--- src/rtl/alien_gfx_pkg.sv ---
// Shared graphics constants for the alien sprites: bitmap, colours, screen size and drawer state encoding.
// Latency: none (constants and types only).
// Backpressure: not applicable.
package alien_gfx_pkg;

    localparam int ALIEN_W      = 8;
    localparam int ALIEN_H      = 6;
    localparam int GFX_SCREEN_W = 160;
    localparam int GFX_SCREEN_H = 120;

    localparam int X_W      = 8;
    localparam int Y_W      = 7;
    localparam int COLOUR_W = 3;

    localparam logic [COLOUR_W-1:0] COLOUR_BG     = 3'b000;
    localparam logic [COLOUR_W-1:0] COLOUR_ALIEN  = 3'b010;
    localparam logic [COLOUR_W-1:0] COLOUR_PLAYER = 3'b100;

    // ALIEN_BITMAP[row][col]; bit 'col' of each row literal is screen column
    // col, so the rightmost literal bit is the leftmost pixel.
    typedef logic [ALIEN_H-1:0][ALIEN_W-1:0] alien_bitmap_t;

    localparam alien_bitmap_t ALIEN_BITMAP = {
        8'b1100_0010,   // row 5  .X....XX
        8'b1010_0101,   // row 4  X.X..X.X
        8'b1111_1111,   // row 3  XXXXXXXX
        8'b1101_1011,   // row 2  XX.XX.XX
        8'b0111_1110,   // row 1  .XXXXXX.
        8'b0010_0100    // row 0  ..X..X..
    };

    typedef enum logic [1:0] {
        ST_IDLE  = 2'd0,
        ST_ERASE = 2'd1,
        ST_DRAW  = 2'd2,
        ST_DONE  = 2'd3
    } drawer_state_t;

endpackage

--- src/rtl/alien_sprite_drawer_if.sv ---
// Control handshake (start/busy/done with position) plus pixel stream towards the VGA adapter.
// Latency: none (wiring only).
// Backpressure: none; the VGA adapter accepts one pixel per cycle, start is ignored while busy.
interface alien_sprite_drawer_if;
    import alien_gfx_pkg::*;

    logic                start;
    logic [X_W-1:0]      x_pos;
    logic [Y_W-1:0]      y_pos;
    logic                busy;
    logic                done;
    logic [X_W-1:0]      vga_x;
    logic [Y_W-1:0]      vga_y;
    logic [COLOUR_W-1:0] vga_colour;
    logic                plot;

    // Controller / consumer side.
    modport master (
        output start, x_pos, y_pos,
        input  busy, done, vga_x, vga_y, vga_colour, plot
    );

    // Drawer side.
    modport slave (
        input  start, x_pos, y_pos,
        output busy, done, vga_x, vga_y, vga_colour, plot
    );
endinterface

--- src/rtl/sprite_scan_counter.sv ---
// Raster col/row counter over a W x H box; col is the inner loop. Ports: clear, advance, col/row, their next values, last.
// Latency: registered count updates on the clock edge; col_nxt/row_nxt expose the value being loaded combinationally.
// Backpressure: none; holds its position when neither clear nor advance is asserted.
module sprite_scan_counter #(
    parameter  int W  = 8,
    parameter  int H  = 6,
    localparam int CW = (W > 1) ? $clog2(W) : 1,
    localparam int RW = (H > 1) ? $clog2(H) : 1
) (
    input  logic          clk,
    input  logic          reset_n,
    input  logic          clear,
    input  logic          advance,
    output logic [CW-1:0] col,
    output logic [RW-1:0] row,
    output logic [CW-1:0] col_nxt,
    output logic [RW-1:0] row_nxt,
    output logic          last
);

    always_comb begin
        col_nxt = col;
        row_nxt = row;
        if (clear) begin
            col_nxt = '0;
            row_nxt = '0;
        end else if (advance) begin
            if (col == CW'(W - 1)) begin
                col_nxt = '0;
                row_nxt = (row == RW'(H - 1)) ? '0 : row + 1'b1;
            end else begin
                col_nxt = col + 1'b1;
            end
        end
    end

    always_ff @(posedge clk) begin
        if (!reset_n) begin
            col <= '0;
            row <= '0;
        end else begin
            col <= col_nxt;
            row <= row_nxt;
        end
    end

    assign last = (col == CW'(W - 1)) && (row == RW'(H - 1));

endmodule

--- src/rtl/alien_sprite_drawer.sv ---
// Erases the previous alien box then draws the bitmap at the new position, one pixel per cycle. Ports: clk, reset_n, bus (slave).
// Latency: pixel 0 is on the registered outputs the cycle after start is accepted; done follows the last pixel by one cycle.
// Backpressure: none; start is accepted only in IDLE and dropped otherwise.
module alien_sprite_drawer
    import alien_gfx_pkg::*;
#(
    parameter int                  SPR_W     = ALIEN_W,
    parameter int                  SPR_H     = ALIEN_H,
    parameter int                  SCREEN_W  = GFX_SCREEN_W,
    parameter int                  SCREEN_H  = GFX_SCREEN_H,
    parameter logic [COLOUR_W-1:0] FG_COLOUR = COLOUR_ALIEN,
    parameter logic [COLOUR_W-1:0] BG_COLOUR = COLOUR_BG
) (
    input  logic                 clk,
    input  logic                 reset_n,
    alien_sprite_drawer_if.slave bus
);

    localparam int CW = (SPR_W > 1) ? $clog2(SPR_W) : 1;
    localparam int RW = (SPR_H > 1) ? $clog2(SPR_H) : 1;

    drawer_state_t state, state_nxt;

    logic [X_W-1:0] new_x, prev_x;
    logic [Y_W-1:0] new_y, prev_y;
    logic           prev_valid;

    logic           scan_clear, scan_adv, scan_last;
    logic [CW-1:0]  col, col_nxt;
    logic [RW-1:0]  row, row_nxt;

    logic           latch_new, commit_prev;

    // Next-cycle output values; the output registers load these so the pixel
    // for the scan position being entered is visible in the same cycle.
    logic [X_W-1:0]      base_x;
    logic [Y_W-1:0]      base_y;
    logic [X_W:0]        sum_x;
    logic [Y_W:0]        sum_y;
    logic                on_screen;
    logic                pix_phase;
    logic                plot_nxt;
    logic [COLOUR_W-1:0] colour_nxt;

    sprite_scan_counter #(
        .W (SPR_W),
        .H (SPR_H)
    ) u_scan (
        .clk     (clk),
        .reset_n (reset_n),
        .clear   (scan_clear),
        .advance (scan_adv),
        .col     (col),
        .row     (row),
        .col_nxt (col_nxt),
        .row_nxt (row_nxt),
        .last    (scan_last)
    );

    always_ff @(posedge clk) begin
        if (!reset_n) begin
            state <= ST_IDLE;
        end else begin
            state <= state_nxt;
        end
    end

    always_comb begin
        state_nxt   = state;
        scan_clear  = 1'b0;
        scan_adv    = 1'b0;
        latch_new   = 1'b0;
        commit_prev = 1'b0;
        case (state)
            ST_IDLE: begin
                if (bus.start) begin
                    latch_new  = 1'b1;
                    scan_clear = 1'b1;
                    state_nxt  = prev_valid ? ST_ERASE : ST_DRAW;
                end
            end
            ST_ERASE: begin
                if (scan_last) begin
                    scan_clear = 1'b1;
                    state_nxt  = ST_DRAW;
                end else begin
                    scan_adv = 1'b1;
                end
            end
            ST_DRAW: begin
                if (scan_last) begin
                    scan_clear = 1'b1;
                    state_nxt  = ST_DONE;
                end else begin
                    scan_adv = 1'b1;
                end
            end
            ST_DONE: begin
                commit_prev = 1'b1;
                state_nxt   = ST_IDLE;
            end
            default: state_nxt = ST_IDLE;
        endcase
    end

    // Pixel for the position being entered. Entering DRAW straight from IDLE
    // takes the base from the port, since new_x/new_y load on that same edge.
    always_comb begin
        base_x = prev_x;
        base_y = prev_y;
        if (state_nxt == ST_DRAW) begin
            base_x = (state == ST_IDLE) ? bus.x_pos : new_x;
            base_y = (state == ST_IDLE) ? bus.y_pos : new_y;
        end
        sum_x      = {1'b0, base_x} + (X_W + 1)'(col_nxt);
        sum_y      = {1'b0, base_y} + (Y_W + 1)'(row_nxt);
        on_screen  = (sum_x < (X_W + 1)'(SCREEN_W)) && (sum_y < (Y_W + 1)'(SCREEN_H));
        pix_phase  = (state_nxt == ST_ERASE) || (state_nxt == ST_DRAW);
        colour_nxt = (state_nxt == ST_DRAW) ? FG_COLOUR : BG_COLOUR;
        plot_nxt   = 1'b0;
        if (state_nxt == ST_ERASE) begin
            plot_nxt = on_screen;
        end else if (state_nxt == ST_DRAW) begin
            plot_nxt = on_screen && ALIEN_BITMAP[row_nxt][col_nxt];
        end
    end

    always_ff @(posedge clk) begin
        if (!reset_n) begin
            new_x      <= '0;
            new_y      <= '0;
            prev_x     <= '0;
            prev_y     <= '0;
            prev_valid <= 1'b0;
        end else begin
            if (latch_new) begin
                new_x <= bus.x_pos;
                new_y <= bus.y_pos;
            end
            if (commit_prev) begin
                prev_x     <= new_x;
                prev_y     <= new_y;
                prev_valid <= 1'b1;
            end
        end
    end

    // Coordinates and colour hold their last pixel outside the scan phases.
    always_ff @(posedge clk) begin
        if (!reset_n) begin
            bus.busy       <= 1'b0;
            bus.done       <= 1'b0;
            bus.plot       <= 1'b0;
            bus.vga_x      <= '0;
            bus.vga_y      <= '0;
            bus.vga_colour <= '0;
        end else begin
            bus.busy <= (state_nxt != ST_IDLE);
            bus.done <= (state_nxt == ST_DONE);
            bus.plot <= plot_nxt;
            if (pix_phase) begin
                bus.vga_x      <= sum_x[X_W-1:0];
                bus.vga_y      <= sum_y[Y_W-1:0];
                bus.vga_colour <= colour_nxt;
            end
        end
    end

endmodule

--- src/flat_wrapper.sv ---
// flat-port wrapper written by rule: the top's interface ports become plain ports
module alien_sprite_drawer_flat import alien_gfx_pkg::*;
#(
    parameter int                  SPR_W     = ALIEN_W,
    parameter int                  SPR_H     = ALIEN_H,
    parameter int                  SCREEN_W  = GFX_SCREEN_W,
    parameter int                  SCREEN_H  = GFX_SCREEN_H,
    parameter logic [COLOUR_W-1:0] FG_COLOUR = COLOUR_ALIEN,
    parameter logic [COLOUR_W-1:0] BG_COLOUR = COLOUR_BG
)
  (clk, reset_n, bus_start, bus_x_pos, bus_y_pos, bus_busy, bus_done, bus_vga_x, bus_vga_y, bus_vga_colour, bus_plot);
  alien_sprite_drawer_if bus_i ();
  input  logic clk;
  input  logic reset_n;
  input wire logic [$bits(bus_i.start)-1:0] bus_start;
  input wire logic [$bits(bus_i.x_pos)-1:0] bus_x_pos;
  input wire logic [$bits(bus_i.y_pos)-1:0] bus_y_pos;
  output wire logic [$bits(bus_i.busy)-1:0] bus_busy;
  output wire logic [$bits(bus_i.done)-1:0] bus_done;
  output wire logic [$bits(bus_i.vga_x)-1:0] bus_vga_x;
  output wire logic [$bits(bus_i.vga_y)-1:0] bus_vga_y;
  output wire logic [$bits(bus_i.vga_colour)-1:0] bus_vga_colour;
  output wire logic [$bits(bus_i.plot)-1:0] bus_plot;
  assign bus_i.start = bus_start;
  assign bus_i.x_pos = bus_x_pos;
  assign bus_i.y_pos = bus_y_pos;
  assign bus_busy = bus_i.busy;
  assign bus_done = bus_i.done;
  assign bus_vga_x = bus_i.vga_x;
  assign bus_vga_y = bus_i.vga_y;
  assign bus_vga_colour = bus_i.vga_colour;
  assign bus_plot = bus_i.plot;
  alien_sprite_drawer #(.SPR_W(SPR_W), .SPR_H(SPR_H), .SCREEN_W(SCREEN_W), .SCREEN_H(SCREEN_H), .FG_COLOUR(FG_COLOUR), .BG_COLOUR(BG_COLOUR)) u_core (.clk(clk), .reset_n(reset_n), .bus(bus_i));
endmodule
--- config.mk ---
export PLATFORM = sky130hd
export DESIGN_NAME = alien_sprite_drawer_flat
export DESIGN_NICKNAME = d
export VERILOG_FILES = /design/src/rtl/alien_gfx_pkg.sv /design/src/rtl/alien_sprite_drawer_if.sv /design/src/rtl/sprite_scan_counter.sv /design/src/rtl/alien_sprite_drawer.sv /design/src/flat_wrapper.sv
export SDC_FILE = /design/constraint.sdc
export NUM_CORES = 1
export LEC_CHECK = 0
export CAP_MARGIN = 20
export CORE_MARGIN = 1
export CORE_UTILIZATION = 60
export CTS_CLUSTER_DIAMETER = 80
export DETAILED_ROUTE_END_ITERATION = 7
export PLACE_DENSITY = 0.9
export SLEW_MARGIN = 40
export SYNTH_ARGS = -nofsm -noshare
export SYNTH_HDL_FRONTEND = slang
export SYNTH_SLANG_ARGS = --single-unit
--- constraint.sdc ---
create_clock -name clk -period 9.21 [get_ports clk]
set_clock_uncertainty 0.1 [all_clocks]
set_input_delay 0.921 -clock clk [delete_from_list [all_inputs] [get_ports clk]]
set_output_delay 0.921 -clock clk [all_outputs]
set_load 0.05 [all_outputs]
Yosys cells after proc, flatten, opt, wreduce, memory -nomap -nowiden:

Memory sizes are Yosys's and may differ from the RTL's.
Index checks and enable logic that the tools add are counted.

* flip-flop bits (word level): 60
* ROM bits: 64
* memories: 1

* $add $sub $neg: 4
* order comparisons: 4
* equal/unequal tests: 8
* muxes and demuxes: 29
* reduce and logical (&&, ||, !) cells: 7

Memories
* (no name shown): depth 8, bits a word 8, rd ports 1, clocked after Yosys merged registers in 0, wr ports 0, RTL line alien_sprite_drawer.sv:124 `plot_nxt = on_screen && ALIEN_BITMAP[row_nxt][col_nxt];`

Operators by type and width (number)
* $mux W8: 3
* $mux W3: 7
* $mux W7: 2
* $mux W2: 5
* $add A8 B3 Y9: 1
* $lt A9 B8 Y1 const B: 1
* $mux W1: 9
* $add A7 B3 Y8: 1
* $eq A2 B2 Y1 const B: 4
* $lt A3 B4 Y1 const B: 2
* $lt A8 B7 Y1 const B: 1
* $pmux W2 S4: 1
* $add A3 B1 Y3 const B: 2
* $eq A3 B3 Y1 const B: 2
* $eq A2 B1 Y1 const B: 2
* $bmux W1 S3: 1
* $logic_and A1 B1 Y1: 3
* $logic_not A2 Y1: 1
* $pmux W1 S2: 1
* $reduce_bool A2 Y1: 1
* $reduce_or A2 Y1: 1
* $logic_or A1 B1 Y1: 1

Depth between registers and ports, before layout:

Gate-level depths: netlist of the first run.

* depth in word-level cells: 13
* depth in mapped cells: 23
* gate-level depth less buffers: 19

Modules after synthesis:

Synthesis of the first run repeated with hierarchy kept, for this count alone.

* cells, all modules: 377
* area, all modules: 3384.5 sq um

Modules (own cells, without submodules)
* alien_sprite_drawer: times used 1, cells each 337, area each 2991.6 sq um, seq. area each 1041.0 sq um
* sprite_scan_counter: times used 1, cells each 40, area each 392.9 sq um, seq. area each 120.1 sq um

Least setup slack after synthesis of the first run:

Ideal clock, no wire load.

* path kind: flip-flop to flip-flop
* start point: reg u_core.u_scan.col[0]
* end point: reg u_core.bus.plot
* library setup time: 91 ps
* data arrival time: 4364 ps
* data required time: 9019 ps
* slack: 4655 ps
* cell stages (with the launch flop): 21
* path buffers: 4
* period minus slack after synthesis: 4555 ps
* cells stage by stage: dfxtp_1 ha_1 ha_1 buf_6 nand2_1 nor3b_1 o21ai_0 a22oi_1 ha_1 clkbuf_1 clkbuf_1 buf_1 nor2_1 a21oi_1 ha_1 and3_1 a211oi_1 nor3_1 mux2i_1 o221ai_1 a311oi_1

* elaborated cells between the ends (all ways): 32
* classes of those cells: 3 x add/sub; 2 x order compare; 3 x eq/ne; 20 x mux; 3 x reduce/logical; 1 x memory

RTL lines
* from (decl): RTL line sprite_scan_counter.sv:14 `output logic [CW-1:0] col,`
* from (signal assigned): RTL line sprite_scan_counter.sv:42 `col <= col_nxt;`
* $eq A3 B3 Y1 *: RTL line sprite_scan_counter.sv:47 `assign last = (col == CW'(W - 1)) && (row == RW'(H - 1));`
* $logic_and A1 B1 Y1 *: RTL line sprite_scan_counter.sv:47
* $mux W2 (on tied branches): RTL line alien_sprite_drawer.sv:91, alien_sprite_drawer.sv:83
* $pmux W2 S4 *: RTL line alien_sprite_drawer.sv:74 `case (state)`
* net u_core.state_nxt[1]: RTL line alien_sprite_drawer.sv:22 `drawer_state_t state, state_nxt;`
* $eq A2 B2 Y1: RTL line alien_sprite_drawer.sv:111, alien_sprite_drawer.sv:123
* $mux W8 or $mux W7 (tied branches): RTL line alien_sprite_drawer.sv:111 `if (state_nxt == ST_DRAW) begin`
* $add A8 B3 Y9 or $add A7 B3 Y8 (tied branches): RTL line alien_sprite_drawer.sv:115, alien_sprite_drawer.sv:116
* $lt A9 B8 Y1 or $lt A8 B7 Y1 (tied branches): RTL line alien_sprite_drawer.sv:117 `on_screen = (sum_x < (X_W + 1)'(SCREEN_W)) && (sum_y < (Y_W + 1)'(SCREEN_H));`
* $logic_and A1 B1 Y1: RTL line alien_sprite_drawer.sv:117
* $logic_and A1 B1 Y1: RTL line alien_sprite_drawer.sv:124
* $mux W1: RTL line alien_sprite_drawer.sv:123 `end else if (state_nxt == ST_DRAW) begin`
* $mux W1 *: RTL line alien_sprite_drawer.sv:121 `if (state_nxt == ST_ERASE) begin`
* to (signal assigned): RTL line alien_sprite_drawer.sv:160 `bus.plot <= plot_nxt;`
* to (decl): RTL line alien_sprite_drawer_if.sv:26 `output busy, done, vga_x, vga_y, vga_colour, plot`

The timed path passes the listed nets; every way through them passes the cells marked *. The select of a mux whose other input is x is not followed.
A chain may end at the register's enable or synchronous reset.

Worst setup path after layout of the first run:

Same ends and word-level chain as after synthesis.

==> results.md, run 1 <==
* Core area at 5510 µm²
* Mux contribution to synthesized area at 13.3%
* Vias at 2,841
* Setup violators final at 0
* Initial DRC count at 263
* # rows at 27
* Distinct cells, synth at 47
* Number of remaining DRC errors at 0
* Hold Buf Count CTS at 0
* CTS H-tree depth at 3
* First-pass GRT wire length at 12,600 µm
* Critical path fanouts, max at 29
* Share of the synthesized area in the top cell type at 33.7%
* Largest stage delay, worst path at 0.61 ns
* Final core utilization at 72.5%
* Vias per inst at 5.74
* Mapped Area at 3450 µm²
* Initial antenna violation count at 0
* Clock slew at reported path FFs at 0.06 ns
* Die Footprint at 6050 µm²
* Post-Synth Adder-Cell Area at 8.42%
* Slowest-stage cell, CP: ha_2
* Post-CTS Setup Repair Bufs at 0
* Async SR Flop Fraction at 0%
* Simple-gate share of the synthesized area at 20.1%
* Final wirelength at 7740 µm
* I/O Pins at 39
* Number of CTS-inserted buffers at 9
* Die W at 77.8 µm
* Critical Path RT at 9.35 ns
* Post-DP HPWL at 5180 µm
* Cell repeated most along the worst path: ha_1
* GRT Resource Usage Total at 27.0%
* PwrDens at 187 nW/µm²
* Hold Vio Cnt, Final at 0
* Unrepaired setup endpoints after global routing: false
* Classification of the worst setup path: reg -> reg
* Peak supply drop at 117 µV
* Post-Synthesis Cells at 397
* Ant. Diodes at 0
* Final nets at 460
* Slew of the pin with the lowest slew margin at 0.942 ns
* Worst path arrival time at 4.99 ns
* Max-slew violation count at 0
* Critical-path cell list: ha_1, ha_1, nand2_1, nor3b_1, o21ai_0, a22oi_1, ha_2, nor2_1, a21oi_1, ha_1, and3_1, a211oi_1, nor3_1, mux2i_1, o221ai_1, a311oi_1
* Area growth from synthesis to layout at 15.8%
* Clock root cell: clkbuf_8
* Initial Utilization at 62.6%
* Complex-gate fraction of the synthesized area at 15.9%
* Die Height at 77.8 µm
* Slew headroom at 37.2%
* Setup TNS at 0 ns
* Sink Count at 58
* Leak at 1.64 nW
* Yosys warns at 0
* Minimum clock period at 4.85 ns
* Area contributors post-synth: dfxtp_1, mux2i_1, ha_1, nand2_1, nor2b_1
* Post-DR wirelength/cell at 15.6 µm
* GR Overflow Total at 0
* Largest net degree at the start of global routing at 59
* Final GP Congestion at 0.860
* Status: finished, final reports clean
* Routed Antenna Nets at 0
* Clock Path Buffers at 2
* Largest family of logic cells by synthesized area: simple AND/OR/NAND/NOR gates
* CTS tree: yes
* Count of flip-flops with a built-in enable after synthesis at 0
* Family with the most delay on the worst path: compound AO/OA/AOI/OAI gates
* Mean Syn Cell Area at 8.68 µm²
* Most frequent cell after synthesis: dfxtp_1
* Seq/Total Area, Yosys at 33.7%
* Fill cell count at 395
* WP buf/inv at 0
* Clk Latency, worst-skew pair at 0.34 ns
* HP Class: reg -> reg
* First-pass DRT Iterations at 7
* # port buffers at 36
* Proportion of layout cells with a drive suffix above 1 at 5.91%
* Crit path capture type: register
* Post_cts resized at 0
* Max_cap viols at 0
* Top_reg_cell synth: dfxtp_1
* Setup crit start kind: register
* Xor/xnor share of the synthesized area at 3.05%
* #FFs+latches synth at 58
* Period utilization at 52.6%
* Commonest cells post-synth: dfxtp_1, nand2_1, mux2i_1
* Fmax achieved at 206 MHz
* Vias in the first global route at 2,772
* Synth area leader: dfxtp_1
-- final timing paths --
kind | depth (start not counted) | slack [ns] | start | end
worst min-delay path | 1 | 0.38 | u_core.prev_valid | u_core.prev_valid
worst max register to register | 16 | 4.36 | u_core.u_scan.col[0] | u_core.bus.plot
worst max-delay path | 16 | 4.36 | u_core.u_scan.col[0] | u_core.bus.plot
worst min register to register | 1 | 0.38 | u_core.prev_valid | u_core.prev_valid
-- power by group --
| group | switching (mW) | internal (mW) | total (mW) |
|---|---|---|---|
| logic | 0.132 | 0.0815 | 0.213 |
| clock network | 0.0975 | 0.156 | 0.254 |
| registers | 0.0113 | 0.269 | 0.280 |
-- per-layer routing --
layer  vias to the layer above  GRT usage [%]  part of all wire (%)
met4                         0           14.9                   3.0
met2                       104           43.3                    48
met5                         -              0                     0
met1                      1320           33.6                    44
li1                       1392              -                     -
met3                        25           5.53                   5.7
-- cell usage in the layout, fill, tap and decap left out, types with 3 or more instances in the layout --
cell / n
and3_1: 5
o211a_1: 3
nor2b_1: 21
a21oi_1: 15
a21boi_0: 17
and2_1: 17
nor3_1: 5
nand2b_1: 9
mux2i_1: 38
inv_1: 15
a21o_1: 4
nand2_1: 54
o21a_1: 5
mux2_2: 7
clkbuf_8: 10
xnor2_1: 8
clkdlybuf4s50_1: 36
nor2_1: 17
ha_1: 17
xor2_1: 4
ha_2: 3
o21ai_0: 17
dfxtp_1: 58
-- cell families (layout without fill, tap and decap cells) --
logic type      Yosys count  in the layout
mux                      45             45
compound gates           81             81
other cells               1              2
buf+inv                  41             66
flops                    58             58
fa+ha+maj                22             22
simple gates            137            137
xor+xnor                 12             12
-- registers in the layout, summed over array words and instances (netlist names) --
signal,count
u_core.bus.vga_colour,1
u_core.prev_x,8
u_core.bus.busy,1
u_core.bus.done,1
u_core.u_scan.col,3
u_core.prev_valid,1
u_core.bus.vga_y,7
u_core.bus.plot,1
u_core.new_x,8
u_core.state,2
u_core.new_y,7
u_core.prev_y,7
u_core.bus.vga_x,8
u_core.u_scan.row,3
-- final cells by class --
| class | instances | area [µm²] | share of cell area [%] |
|---|---|---|---|
| inverters | 15 | 56.3 | 1.41 |
| clock inverters | 3 | 65.1 | 1.63 |
| flip-flops and latches | 58 | 1160 | 29.1 |
| clock buffers | 11 | 141 | 3.54 |
| repair buffers | 37 | 368 | 9.22 |
| multi-input cells | 299 | 2110 | 52.9 |
| well taps | 72 | 90.1 | 2.26 |
-- stage by stage --
stage	std cells	hold WS, ns	total power, mW	area (µm²)	setup WS (ns)
finish	495	0.378	0.747	3990	4.36
global route	495	0.414	0.779	3990	3.91
global placement	481	0.358	0.488	3780	4.41
CTS	495	0.383	0.748	3990	4.39
detailed placement	481	0.371	0.495	3780	4.50
floorplan	398	0.328	0.436	3450	4.66
(Power assumes the default switching activity.)
==> run 2: changes to the inputs <==
--- a/config.mk
+++ b/config.mk
@@ -7,10 +7,10 @@
 export LEC_CHECK = 0
 export CAP_MARGIN = 20
 export CORE_MARGIN = 1
-export CORE_UTILIZATION = 60
+export CORE_UTILIZATION = 56
 export CTS_CLUSTER_DIAMETER = 80
 export DETAILED_ROUTE_END_ITERATION = 7
-export PLACE_DENSITY = 0.9
+export PLACE_DENSITY = 0.86
 export SLEW_MARGIN = 40
 export SYNTH_ARGS = -nofsm -noshare
 export SYNTH_HDL_FRONTEND = slang
==> constraint.sdc (replaced) <==
create_clock -name clk -period 4.6 [get_ports clk]
set_clock_uncertainty 0.1 [all_clocks]
set_input_delay 0.46 -clock clk [delete_from_list [all_inputs] [get_ports clk]]
set_output_delay 0.46 -clock clk [all_outputs]
set_load 0.05 [all_outputs]
==> run 2 against run 1 <==
- fmax is 14% higher
- utilization shrank 4.1 points
- critical path depth increased by 2
- largest cell class unchanged
- via count is 1.9% lower
- power grew 97%
- count of clock-buffer cells in the layout is 1 higher
- final cell count is 2.6% higher
- die area grew 7.0%
- setup slack lost 4.0 ns
- non-clock buffer count increased by 8
- combinational power rose by 100%
- register-to-register slack worse by 4.0 ns
- critical endpoint unchanged
==> results.md, run 2 (synthesized netlist as in run 1, its figures left out) <==
* Status: finished, final reports clean (unchanged)
* Post-CTS Setup Repair Bufs at 0 (unchanged)
* Initial DRC count at 185 (was 263)
* # rows at 28 (was 27)
* Critical-path cell list: ha_1, ha_1, nand2_1, nor3b_1, nor2_1, o31ai_1, inv_1, ha_2, buf_4, a21oi_1, ha_1, and3_1, a211oi_1, buf_4, nor2_1, mux2i_1, o221ai_1, a311oi_1 (was ha_1, ha_1, nand2_1, nor3b_1, o21ai_0, a22oi_1, ha_2, nor2_1, a21oi_1, ha_1, and3_1, a211oi_1, nor3_1, mux2i_1, o221ai_1, a311oi_1)
* Proportion of layout cells with a drive suffix above 1 at 7.85% (was 5.91%)
* Fmax achieved at 236 MHz (was 206 MHz)
* Vias at 2,788 (was 2,841)
* HP Class: reg -> reg (unchanged)
* Largest net degree at the start of global routing at 39 (was 59)
* Max_cap viols at 0 (unchanged)
* Setup TNS at 0 ns (unchanged)
* Reg-to-reg endpoint: u_core.bus.plot (unchanged)
* Slowest-stage cell, CP: dfxtp_1 (was ha_2)
* Post-route non-filler standard cell count at 508 (was 495)
* Die Footprint at 6470 µm² (was 6050 µm²)
* GRT Resource Usage Total at 26.2% (was 27.0%)
* Cell repeated most along the worst path: ha_1 (unchanged)
* Crit path capture type: register (unchanged)
* CTS H-tree depth at 3 (unchanged)
* Slew headroom at 59.7% (was 37.2%)
* Leak at 1.68 nW (was 1.64 nW)
* Most common cell after layout, fill and taps aside: dfxtp_1 (unchanged)
* Final wirelength at 7610 µm (was 7740 µm)
* Clock Path Buffers at 2 (unchanged)
* CTS tree: yes (unchanged)
* Die W at 80.4 µm (was 77.8 µm)
* Final nets at 468 (was 460)
* Hold Buf Count CTS at 0 (unchanged)
* Vias per inst at 5.49 (was 5.74)
* Max-slew violation count at 0 (unchanged)
* Reg2Reg Launch Point: u_core.u_scan.col[0] (unchanged)
* Placed cell count at 492 (was 481)
* Post-DP HPWL at 5410 µm (was 5180 µm)
* Regs by FF count: u_core.bus.vga_x (8), u_core.new_x (8), u_core.prev_x (8) (unchanged)
* Design area at 4050 µm² (was 3990 µm²)
* Commonest cells after routing, fill and taps aside: dfxtp_1, nand2_1, mux2i_1, clkdlybuf4s50_1, nor2b_1 (unchanged)
* Post_cts resized at 0 (unchanged)
* Critical Path RT at 4.75 ns (was 9.35 ns)
* Hold Vio Cnt, Final at 0 (unchanged)
* Family with the most delay on the worst path: compound AO/OA/AOI/OAI gates (unchanged)
* Post-DR wirelength/cell at 15.0 µm (was 15.6 µm)
* Slew of the pin with the lowest slew margin at 0.603 ns (was 0.942 ns)
* First-pass GRT wire length at 12,800 µm (was 12,600 µm)
* # port buffers at 36 (unchanged)
* Reg2reg path depth at 18 (was 16)
* WP buf/inv at 3 (was 0)
* Critical path fanouts, max at 17 (was 29)
* Core area at 5920 µm² (was 5510 µm²)
* Area growth from synthesis to layout at 17.5% (was 15.8%)
* Initial antenna violation count at 0 (unchanged)
* Ant. Diodes at 0 (unchanged)
* Clk Latency, worst-skew pair at 0.34 ns (about the same)
* Worst path arrival time at 4.39 ns (was 4.99 ns)
* Number of remaining DRC errors at 0 (unchanged)
* Unrepaired setup endpoints after global routing: false (unchanged)
* Final hold slack at 0.380 ns (was 0.378 ns)
* Post-DP Area at 3840 µm² (was 3780 µm²)
* Worst slack at placement at 0.442 ns (was 4.50 ns)
* Reg2Reg Setup Slack at 0.36 ns (was 4.36 ns)
* Routed Antenna Nets at 0 (unchanged)
* I/O Pins at 39 (unchanged)
* Classification of the worst setup path: reg -> reg (unchanged)
* Peak supply drop at 238 µV (was 117 µV)
* Initial Utilization at 58.2% (was 62.6%)
* First-pass DRT Iterations at 4 (was 7)
* Sink Count at 58 (unchanged)
* Minimum clock period at 4.24 ns (was 4.85 ns)
* PwrDens at 364 nW/µm² (was 187 nW/µm²)
* Critical Path Source: u_core.u_scan.col[0] (unchanged)
* Largest stage delay, worst path at 0.49 ns (was 0.61 ns)
* Setup violators final at 0 (unchanged)
* Setup crit start kind: register (unchanged)
* Number of CTS-inserted buffers at 9 (unchanged)
* Vias in the first global route at 2,719 (was 2,772)
* Crit path depth at 18 (was 16)
* Final core utilization at 68.4% (was 72.5%)
* Setup WS post-layout at 0.361 ns (was 4.36 ns)
* Fill cell count at 478 (was 395)
* Die Height at 80.4 µm (was 77.8 µm)
* Final GP Congestion at 0.917 (was 0.860)
* Critical path endpoint: u_core.bus.plot (unchanged)
* Clock root cell: clkbuf_8 (unchanged)
* Tot Pwr at 1.47 mW (was 747 µW)
* Clock slew at reported path FFs at 0.07 ns (was 0.06 ns)
* GR Overflow Total at 0 (unchanged)
* Period utilization at 92.2% (was 52.6%)
run 2: changes by cell type in the layout (fill, tap and decap cells not counted):
cell / previous run / this run
clkinv_2: 1 / 2
inv_6: 0 / 1
buf_4: 1 / 9
clkbuf_8: 10 / 11
ha_2: 3 / 2
bufinv_16: 2 / 1
ha_1: 17 / 18
run 2: metal layers:
layer / global-route usage (%) / share of wire [%] / vias to the layer above
met3: 6.93 / 4.9 / 19
met2: 41.4 / 47 / 85
met5: 0 / 0 / -
met1: 33.3 / 46 / 1270
met4: 11.4 / 2.3 / 0
li1: - / - / 1414
run 2: worst min path at each step:
stage | from | endpoint | slack [ns] | cells after the start
after floorplan | u_core.prev_valid | u_core.prev_valid | 0.33 | 1
after CTS | u_core.new_y[1] | u_core.new_y[1] | 0.38 | 2
after global routing | u_core.new_x[7] | u_core.new_x[7] | 0.41 | 2
after global placement | u_core.new_x[4] | u_core.new_x[4] | 0.36 | 2
after detailed placement | u_core.new_y[1] | u_core.new_y[1] | 0.37 | 2
final | u_core.new_y[1] | u_core.new_y[1] | 0.38 | 2
run 2: layout make-up:
type	instances	area [µm²]	share of cell area, %
clock inverters	4	48.8	1.20
multi-input cells	299	2110	52.0
repair buffers	45	428	10.6
well taps	75	93.8	2.32
inverters	15	56.3	1.39
flip-flops and latches	58	1160	28.7
clock buffers	12	155	3.83
run 2: worst reg2reg max path, delay by kind of cell (launching register included):
kind            cells  cell delay (ns)
compound gates      5             1.23
fa+ha+maj           4             0.94
buf+inv             3             0.56
flops               1             0.49
mux                 1             0.14
simple gates        5             0.69
run 2: report_power, final:
part	internal, mW	switching [mW]	leakage [nW]
registers	0.538	0.0235	0.473
clock network	0.280	0.201	0.107
logic	0.169	0.261	1.10
total	0.987	0.485	1.68
